<file path="config.mk">
export PLATFORM = sky130hd
export DESIGN_NAME = ps2_host_tx
export DESIGN_NICKNAME = d
export VERILOG_FILES = /design/src/rtl/ps2_host_tx.sv
export SDC_FILE = /design/constraint.sdc
export NUM_CORES = 1
export LEC_CHECK = 0
export CAP_MARGIN = 20
export CORE_ASPECT_RATIO = 0.8
export CORE_MARGIN = 2
export CORE_UTILIZATION = 46
export CTS_BUF_LIST = sky130_fd_sc_hd__clkbuf_4
export DETAILED_ROUTE_END_ITERATION = 8
export HOLD_SLACK_MARGIN = 0.15
export PLACE_DENSITY_LB_ADDON = 0.05
export SLEW_MARGIN = 10
export SYNTH_ARGS = -nofsm -noshare
export SYNTH_HDL_FRONTEND = slang
export SYNTH_SLANG_ARGS = --single-unit
</file>
<file path="constraint.sdc">
create_clock -name fclk -period 5.9 [get_ports fclk]
set_input_delay 1.18 -clock fclk [delete_from_list [all_inputs] [get_ports fclk]]
set_output_delay 1.18 -clock fclk [all_outputs]
set_load 0.02 [all_outputs]
</file>
<file path="src/rtl/ps2_host_tx.sv">
// ---------------------------------------------------------------------------
// ps2_host_tx
//
// Host-to-device PS/2 transmitter. Sends one command byte (e.g. 0xED, 0xF4,
// 0xFF) to the keyboard over the shared open-drain clock/data lines. The
// host inhibits the bus by holding clock low, then asserts the start bit.
// It releases clock and lets the device clock out D0..D7, odd parity and
// stop. Finally it samples the device ACK bit.
//
// Optional build macro: PS2_TX_ACK_CHECK_EN
//   defined   : the ACK bit is checked; a NACK (data=1) ends in an error pulse.
//   undefined : the ACK fall is consumed, its data value is ignored.
//
// Ports
//   fclk      in   system clock, everything on posedge
//   rst       in   asynchronous active-low reset
//   clkin     in   PS/2 clock pad input (asynchronous)
//   datain    in   PS/2 data pad input (asynchronous)
//   clk_oe    out  1 = pull PS/2 clock low, 0 = release
//   data_oe   out  1 = pull PS/2 data low, 0 = release
//   wr        in   one-cycle request strobe, accepted only when idle
//   cmd[7:0]  in   command byte, sampled on an accepted wr
//   busy      out  transfer in progress
//   done      out  one-cycle pulse on an ACKed transfer
//   error     out  one-cycle pulse on timeout or NACK
//   dbg_state out  current FSM state (debug only)
//
// Handshake: wr is a request strobe with no ready signal. It is taken only
// in IDLE (busy=0). A wr in any other cycle is dropped. Each accepted wr
// ends in exactly one done or error pulse. busy falls in that same cycle.
// ---------------------------------------------------------------------------
module ps2_host_tx #(
    parameter int INHIBIT_CYCLES = 5000,   // clock-low inhibit length, >= 2
    parameter int TIMEOUT_CYCLES = 750000  // release-to-ACK limit
) (
    input  logic       fclk,
    input  logic       rst,
    input  logic       clkin,
    input  logic       datain,
    output logic       clk_oe,
    output logic       data_oe,
    input  logic       wr,
    input  logic [7:0] cmd,
    output logic       busy,
    output logic       done,
    output logic       error,
    output logic [2:0] dbg_state
);

    typedef enum logic [2:0] {
        S_IDLE    = 3'd0,
        S_INHIBIT = 3'd1,
        S_REQ     = 3'd2,
        S_XFER    = 3'd3,
        S_ACK     = 3'd4,
        S_RELEASE = 3'd5,
        S_DONE    = 3'd6,
        S_FAIL    = 3'd7
    } state_t;

    // One counter serves both the inhibit phase and the timeout phase.
    // The two phases never overlap.
    localparam int CMAX = (INHIBIT_CYCLES > TIMEOUT_CYCLES) ? INHIBIT_CYCLES : TIMEOUT_CYCLES;
    localparam int CW   = $clog2(CMAX + 1);
    localparam logic [CW-1:0] INH_LAST = CW'(INHIBIT_CYCLES - 1);
    localparam logic [CW-1:0] INH_PRE  = CW'(INHIBIT_CYCLES - 2);
    localparam logic [CW-1:0] TO_LAST  = CW'(TIMEOUT_CYCLES - 1);

    state_t        r_state;
    logic [CW-1:0] r_cnt;
    logic [3:0]    r_bitcnt;
    logic [9:0]    r_shift;     // {stop, parity, cmd[7:0]}, shifted out LSB first
    logic          r_clk_oe;
    logic          r_data_oe;
    logic          r_busy;
    logic          r_done;
    logic          r_error;

    logic          r_clk_meta;
    logic          r_clk_sync;
    logic          r_clk_prev;
    logic          r_dat_meta;
    logic          r_dat_sync;

    logic          w_fall;
    logic          w_timeout;

    // Two-flop synchronizers. They reset to the idle (high) bus level.
    always_ff @(posedge fclk or negedge rst) begin
        if (!rst) begin
            r_clk_meta <= 1'b1;
            r_clk_sync <= 1'b1;
            r_clk_prev <= 1'b1;
            r_dat_meta <= 1'b1;
            r_dat_sync <= 1'b1;
        end else begin
            r_clk_meta <= clkin;
            r_clk_sync <= r_clk_meta;
            r_clk_prev <= r_clk_sync;
            r_dat_meta <= datain;
            r_dat_sync <= r_dat_meta;
        end
    end

    assign w_fall    = r_clk_prev & ~r_clk_sync;
    assign w_timeout = (r_cnt == TO_LAST);

    always_ff @(posedge fclk or negedge rst) begin
        if (!rst) begin
            r_state   <= S_IDLE;
            r_cnt     <= '0;
            r_bitcnt  <= '0;
            r_shift   <= '0;
            r_clk_oe  <= 1'b0;
            r_data_oe <= 1'b0;
            r_busy    <= 1'b0;
            r_done    <= 1'b0;
            r_error   <= 1'b0;
        end else begin
            r_done  <= 1'b0;
            r_error <= 1'b0;
            case (r_state)
                S_IDLE: begin
                    if (wr) begin
                        r_shift   <= {1'b1, ~^cmd, cmd};
                        r_bitcnt  <= '0;
                        r_cnt     <= '0;
                        r_busy    <= 1'b1;
                        r_clk_oe  <= 1'b1;
                        r_state   <= S_INHIBIT;
                    end
                end

                S_INHIBIT: begin
                    if (r_cnt == INH_LAST) begin
                        // Release the clock. Start bit stays driven. Timeout counting begins in REQ.
                        r_clk_oe  <= 1'b0;
                        r_data_oe <= 1'b1;
                        r_cnt     <= '0;
                        r_state   <= S_REQ;
                    end else begin
                        r_cnt <= r_cnt + 1'b1;
                        // Start bit goes out one cycle early. It is visible in the last inhibit cycle.
                        if (r_cnt == INH_PRE) begin
                            r_data_oe <= 1'b1;
                        end
                    end
                end

                S_REQ, S_XFER, S_ACK, S_RELEASE: begin
                    // Timeout wins over a fall arriving in the same cycle.
                    if (w_timeout) begin
                        r_error   <= 1'b1;
                        r_busy    <= 1'b0;
                        r_clk_oe  <= 1'b0;
                        r_data_oe <= 1'b0;
                        r_state   <= S_FAIL;
                    end else begin
                        r_cnt <= r_cnt + 1'b1;
                        case (r_state)
                            S_REQ: begin
                                r_clk_oe  <= 1'b0;
                                r_data_oe <= 1'b1;
                                r_state   <= S_XFER;
                            end
                            S_XFER: begin
                                if (w_fall) begin
                                    // Open-drain: drive low for a 0, release for a 1.
                                    // The tenth bit is the stop bit (1), so the line is released.
                                    r_data_oe <= ~r_shift[0];
                                    r_shift   <= {1'b0, r_shift[9:1]};
                                    r_bitcnt  <= r_bitcnt + 1'b1;
                                    if (r_bitcnt == 4'd9) begin
                                        r_state <= S_ACK;
                                    end
                                end
                            end
                            S_ACK: begin
                                if (w_fall) begin
`ifdef PS2_TX_ACK_CHECK_EN
                                    if (r_dat_sync) begin
                                        r_error   <= 1'b1;
                                        r_busy    <= 1'b0;
                                        r_clk_oe  <= 1'b0;
                                        r_data_oe <= 1'b0;
                                        r_state   <= S_FAIL;
                                    end else begin
                                        r_state <= S_RELEASE;
                                    end
`else
                                    r_state <= S_RELEASE;
`endif
                                end
                            end
                            S_RELEASE: begin
                                // Device must let go of both lines before the transfer is complete.
                                if (r_clk_sync && r_dat_sync) begin
                                    r_done  <= 1'b1;
                                    r_busy  <= 1'b0;
                                    r_state <= S_DONE;
                                end
                            end
                            default: begin
                                r_state <= S_IDLE;
                            end
                        endcase
                    end
                end

                S_DONE: begin
                    r_state <= S_IDLE;
                end

                S_FAIL: begin
                    r_clk_oe  <= 1'b0;
                    r_data_oe <= 1'b0;
                    r_state   <= S_IDLE;
                end

                default: begin
                    r_state <= S_IDLE;
                end
            endcase
        end
    end

    assign clk_oe    = r_clk_oe;
    assign data_oe   = r_data_oe;
    assign busy      = r_busy;
    assign done      = r_done;
    assign error     = r_error;
    assign dbg_state = r_state;

endmodule

</file>
==> results.tsv <==
stage	metric	value	unit
yosys	Post-Synthesis Net Count	290	
worst_setup_path	CP Launch Point	dbg_state[1]$_DFFE_PN0P_	
yosys	EDFF count, synth	0	
layout	Antenna Cells	0	
route	vias	1932	
worst_setup_path	CP Data Required Time	4.72	ns
yosys	syn avg cell area	9.68	µm²
grt	pin count of the biggest net entering global routing	48	
worst_setup_path	Top Family by Delay on Critical Path	flip-flops	
floorplan	Die X-Extent	88.7	µm
yosys	Mapped Area	2640	µm²
route	drt total wl	5.17	mm
sta	RSZ-0062 raised after global routing	no	
worst_setup_path	worst-path cell chain	clkdlybuf4s50_1	
layout	nets	303	
clock_network	Post-CTS Hold Fix Bufs	0	
route	number of DRC markers in iteration 0	98	
clock_network	CTS sink cnt	47	
clock_network	CTS tree	built	
route	drt drc	0	
yosys	yosys warns	0	
grt	first-pass GRT wire length	9.09	mm
grt	GR peak layer	met1	
clock_network	Worst-Skew Late Latency	0.36	ns
clock_network	clock tree buffer depth	2	
worst_setup_path	FF-to-FF setup slack	3.39	ns
worst_setup_path	CP Launch Type	register	
yosys	Seq/Total Area, Yosys	0.448	
yosys	Netlist cell types	46	
sta	Final period util	0.554	
grt	M3 GR Usage	0.0392	
floorplan	FP Rows	24	
route	remaining antenna violation count	0	
clock_network	CTS buffer count	5	
sta	max-slew violations	0	
route	DR WL/cell	14.2	µm
floorplan	Initial Utilization	0.481	
pwr	Comb power frac	0.383	
layout	final instance area	2900	µm²
layout	share of cells above drive strength 1	0.0976	
worst_setup_path	Crit. End Element	primary output	
placed_design	half-perimeter wire length after detailed placement	3.71	mm
sta	Final Skew	0.0146	ns
min_path	Hold EP	r_clk_sync$_DFF_PN1_	
layout	commonest non-fill, non-tap cell in the layout	dfrtp_1	
sta	worst-margin pin slew	0.957	ns
grt	met1 usage	0.298	
worst_setup_path	FF-to-FF path depth	6	
layout	synthesis-to-finish area growth	9.76	%
yosys	Gate Count Post-Synth	273	
sta	Worst slew margin	0.362	
worst_setup_path	CP Class	register to primary output	
min_path	hold wc startpoint	r_clk_meta$_DFF_PN1_	
placed_design	port buffer count	20	
pwr	clock power share	0.149	
clock_network	post-cts repair resize count	0	
clock_network	CTS H-tree depth	2	
run	Max Cap Violations	0	
yosys	FF+latch count, synth	47	
pwr	pwr/cell area	359	nW/µm²
min_path	Hold Path Depth	0	
floorplan	Core Box Area	5500	µm²
worst_setup_path	Buf+Inv Stages, Crit Path	1	
placed_design	final RePlAce weighted congestion	0.871	
yosys	ys async rst share	1.00	
floorplan	Die ar.	6370	µm²
worst_setup_path	critical path's slowest cell	dfrtp_1	
min_path	Hold Path Class	register to register	
grt	GRT overflow	0	
yosys	Main synth FF type	dfrtp_1	
outcome	status	complete, no violations	
clock_network	Post-CTS Setup Bufs	0	
floorplan	die height	71.8	µm
sta	final setup TNS	0	ns
worst_setup_path	Reg-to-Reg End	r_shift[7]$_DFFE_PN0P_	
floorplan	I/O pins	21	
layout	most frequent cells in the layout	dfrtp_1 (42), nand2_1 (33), nor2_1 (29), clkdlybuf4s50_1 (19), o21ai_0 (18)	
pwr	Leakage Power	1.19	nW
clock_network	clk root buf	clkbuf_4	
route	Pre-antenna DRT Iters	4	
route	Via density	5.29	
sta	minimum clock period	3.27	ns
worst_setup_path	critical path arrival	2.09	ns
sta	final-report hold violation count	0	
grt	Total GRT Usage	0.183	
worst_setup_path	Slowest Stage Delay on Critical Path	0.99	ns
pwr	cell internal pwr	0.623	mW
pwr	Peak VDD IR	0.185	mV
grt	met2 GRT Util	0.236	
clock_network	CTS clock-pin slew for the worst setup and hold paths	0.12	ns
placed_design	DP Area	2820	µm²
grt	vias in the first global route	1821	
pwr	switching pwr	0.418	mW
grt	initial antenna violation count	0	
sta	fmax	306	MHz
worst_setup_path	R2R Path Start	r_cnt[1]$_DFFE_PN0P_	
worst_setup_path	crit-path max FO	27	
pwr	sw frac	0.401	
pwr	Sequential Power Share	0.468	
sta	Setup violations, final	0	
routing by layer:
layer	wire (µm)	up-vias
met3	301	2
met2	2070	48
met4	25	0
met1	2770	906
li1	-	976
met5	0	-
through the flow:
step / total power [mW] / instances / hold slack, ns / setup WS (ns) / utilization
6_report: 1.04 / 365 / 0.363 / 2.63 / 0.528
4_1_cts: 1.05 / 364 / 0.365 / 2.58 / 0.524
5_1_grt: 1.14 / 365 / 0.374 / 2.47 / 0.528
3_3_place_gp: 0.894 / 356 / 0.346 / 2.99 / 0.513
2_1_floorplan: 0.804 / 273 / 0.345 / 3.60 / -
3_5_place_dp: 0.893 / 356 / 0.347 / 2.95 / 0.513
registers in the layout, summed over array words and instances (netlist names), 3 cells and up:
register / count
dbg_state: 3
r_cnt: 20
r_shift: 10
r_bitcnt: 4
synthesized netlist by cell type, types with 5 or more instances:
master | number | area [µm²]
xnor2_1 | 15 | 131
a211oi_1 | 6 | 45.0
nand2_1 | 33 | 124
buf_2 | 7 | 35.0
dfrtp_1 | 42 | 1050
o21ai_0 | 18 | 90.1
nand4_1 | 8 | 50.1
a21oi_1 | 9 | 45.0
nand3_1 | 11 | 55.1
dfstp_2 | 5 | 131
mux2i_1 | 9 | 90.1
inv_1 | 7 | 26.3
xor2_1 | 12 | 105
nor2_1 | 29 | 109
logic make-up (layout without fill, tap and decap cells):
family	Yosys count	count (layout)	share of synthesized area
AO/OA/AOI/OAI	45	45	0.113
XOR/XNOR	27	27	0.0895
adder cells (fa/ha/maj)	4	4	0.0189
buffers and inverters	22	36	0.0526
flip-flops	47	47	0.448
AND/OR/NAND/NOR	119	119	0.244
multiplexers	9	9	0.0341
power by group through the flow:
stage / clock network, mW / registers, mW / logic, mW
5_1_grt: 0.177 / 0.505 / 0.453
4_1_cts: 0.164 / 0.487 / 0.402
6_report: 0.155 / 0.487 / 0.399
3_5_place_dp: 0 / 0.494 / 0.399
2_1_floorplan: 0 / 0.463 / 0.341
3_3_place_gp: 0 / 0.493 / 0.400
how the worst max path moves through the flow:
stage	slack (ns)	depth (start not counted)	endpoint
floorplan	3.60	6	r_cnt[15]$_DFFE_PN0P_
global placement	2.99	6	r_cnt[19]$_DFFE_PN0P_
detailed placement	2.95	6	r_cnt[19]$_DFFE_PN0P_
CTS	2.58	1	dbg_state[1]
global route	2.47	1	dbg_state[1]
finish	2.63	1	dbg_state[1]
area by class of cell:
cell class | instances | area [µm²]
Multi-Input combinational cell | 204 | 1320
Inverter | 7 | 26.3
Timing Repair Buffer | 21 | 215
Sequential cell | 47 | 1180
Tap cell | 78 | 97.6
Fill cell | 518 | 2600
Clock buffer | 7 | 52.6
Clock inverter | 1 | 5.00
Power figures use the tool's default switching activity.
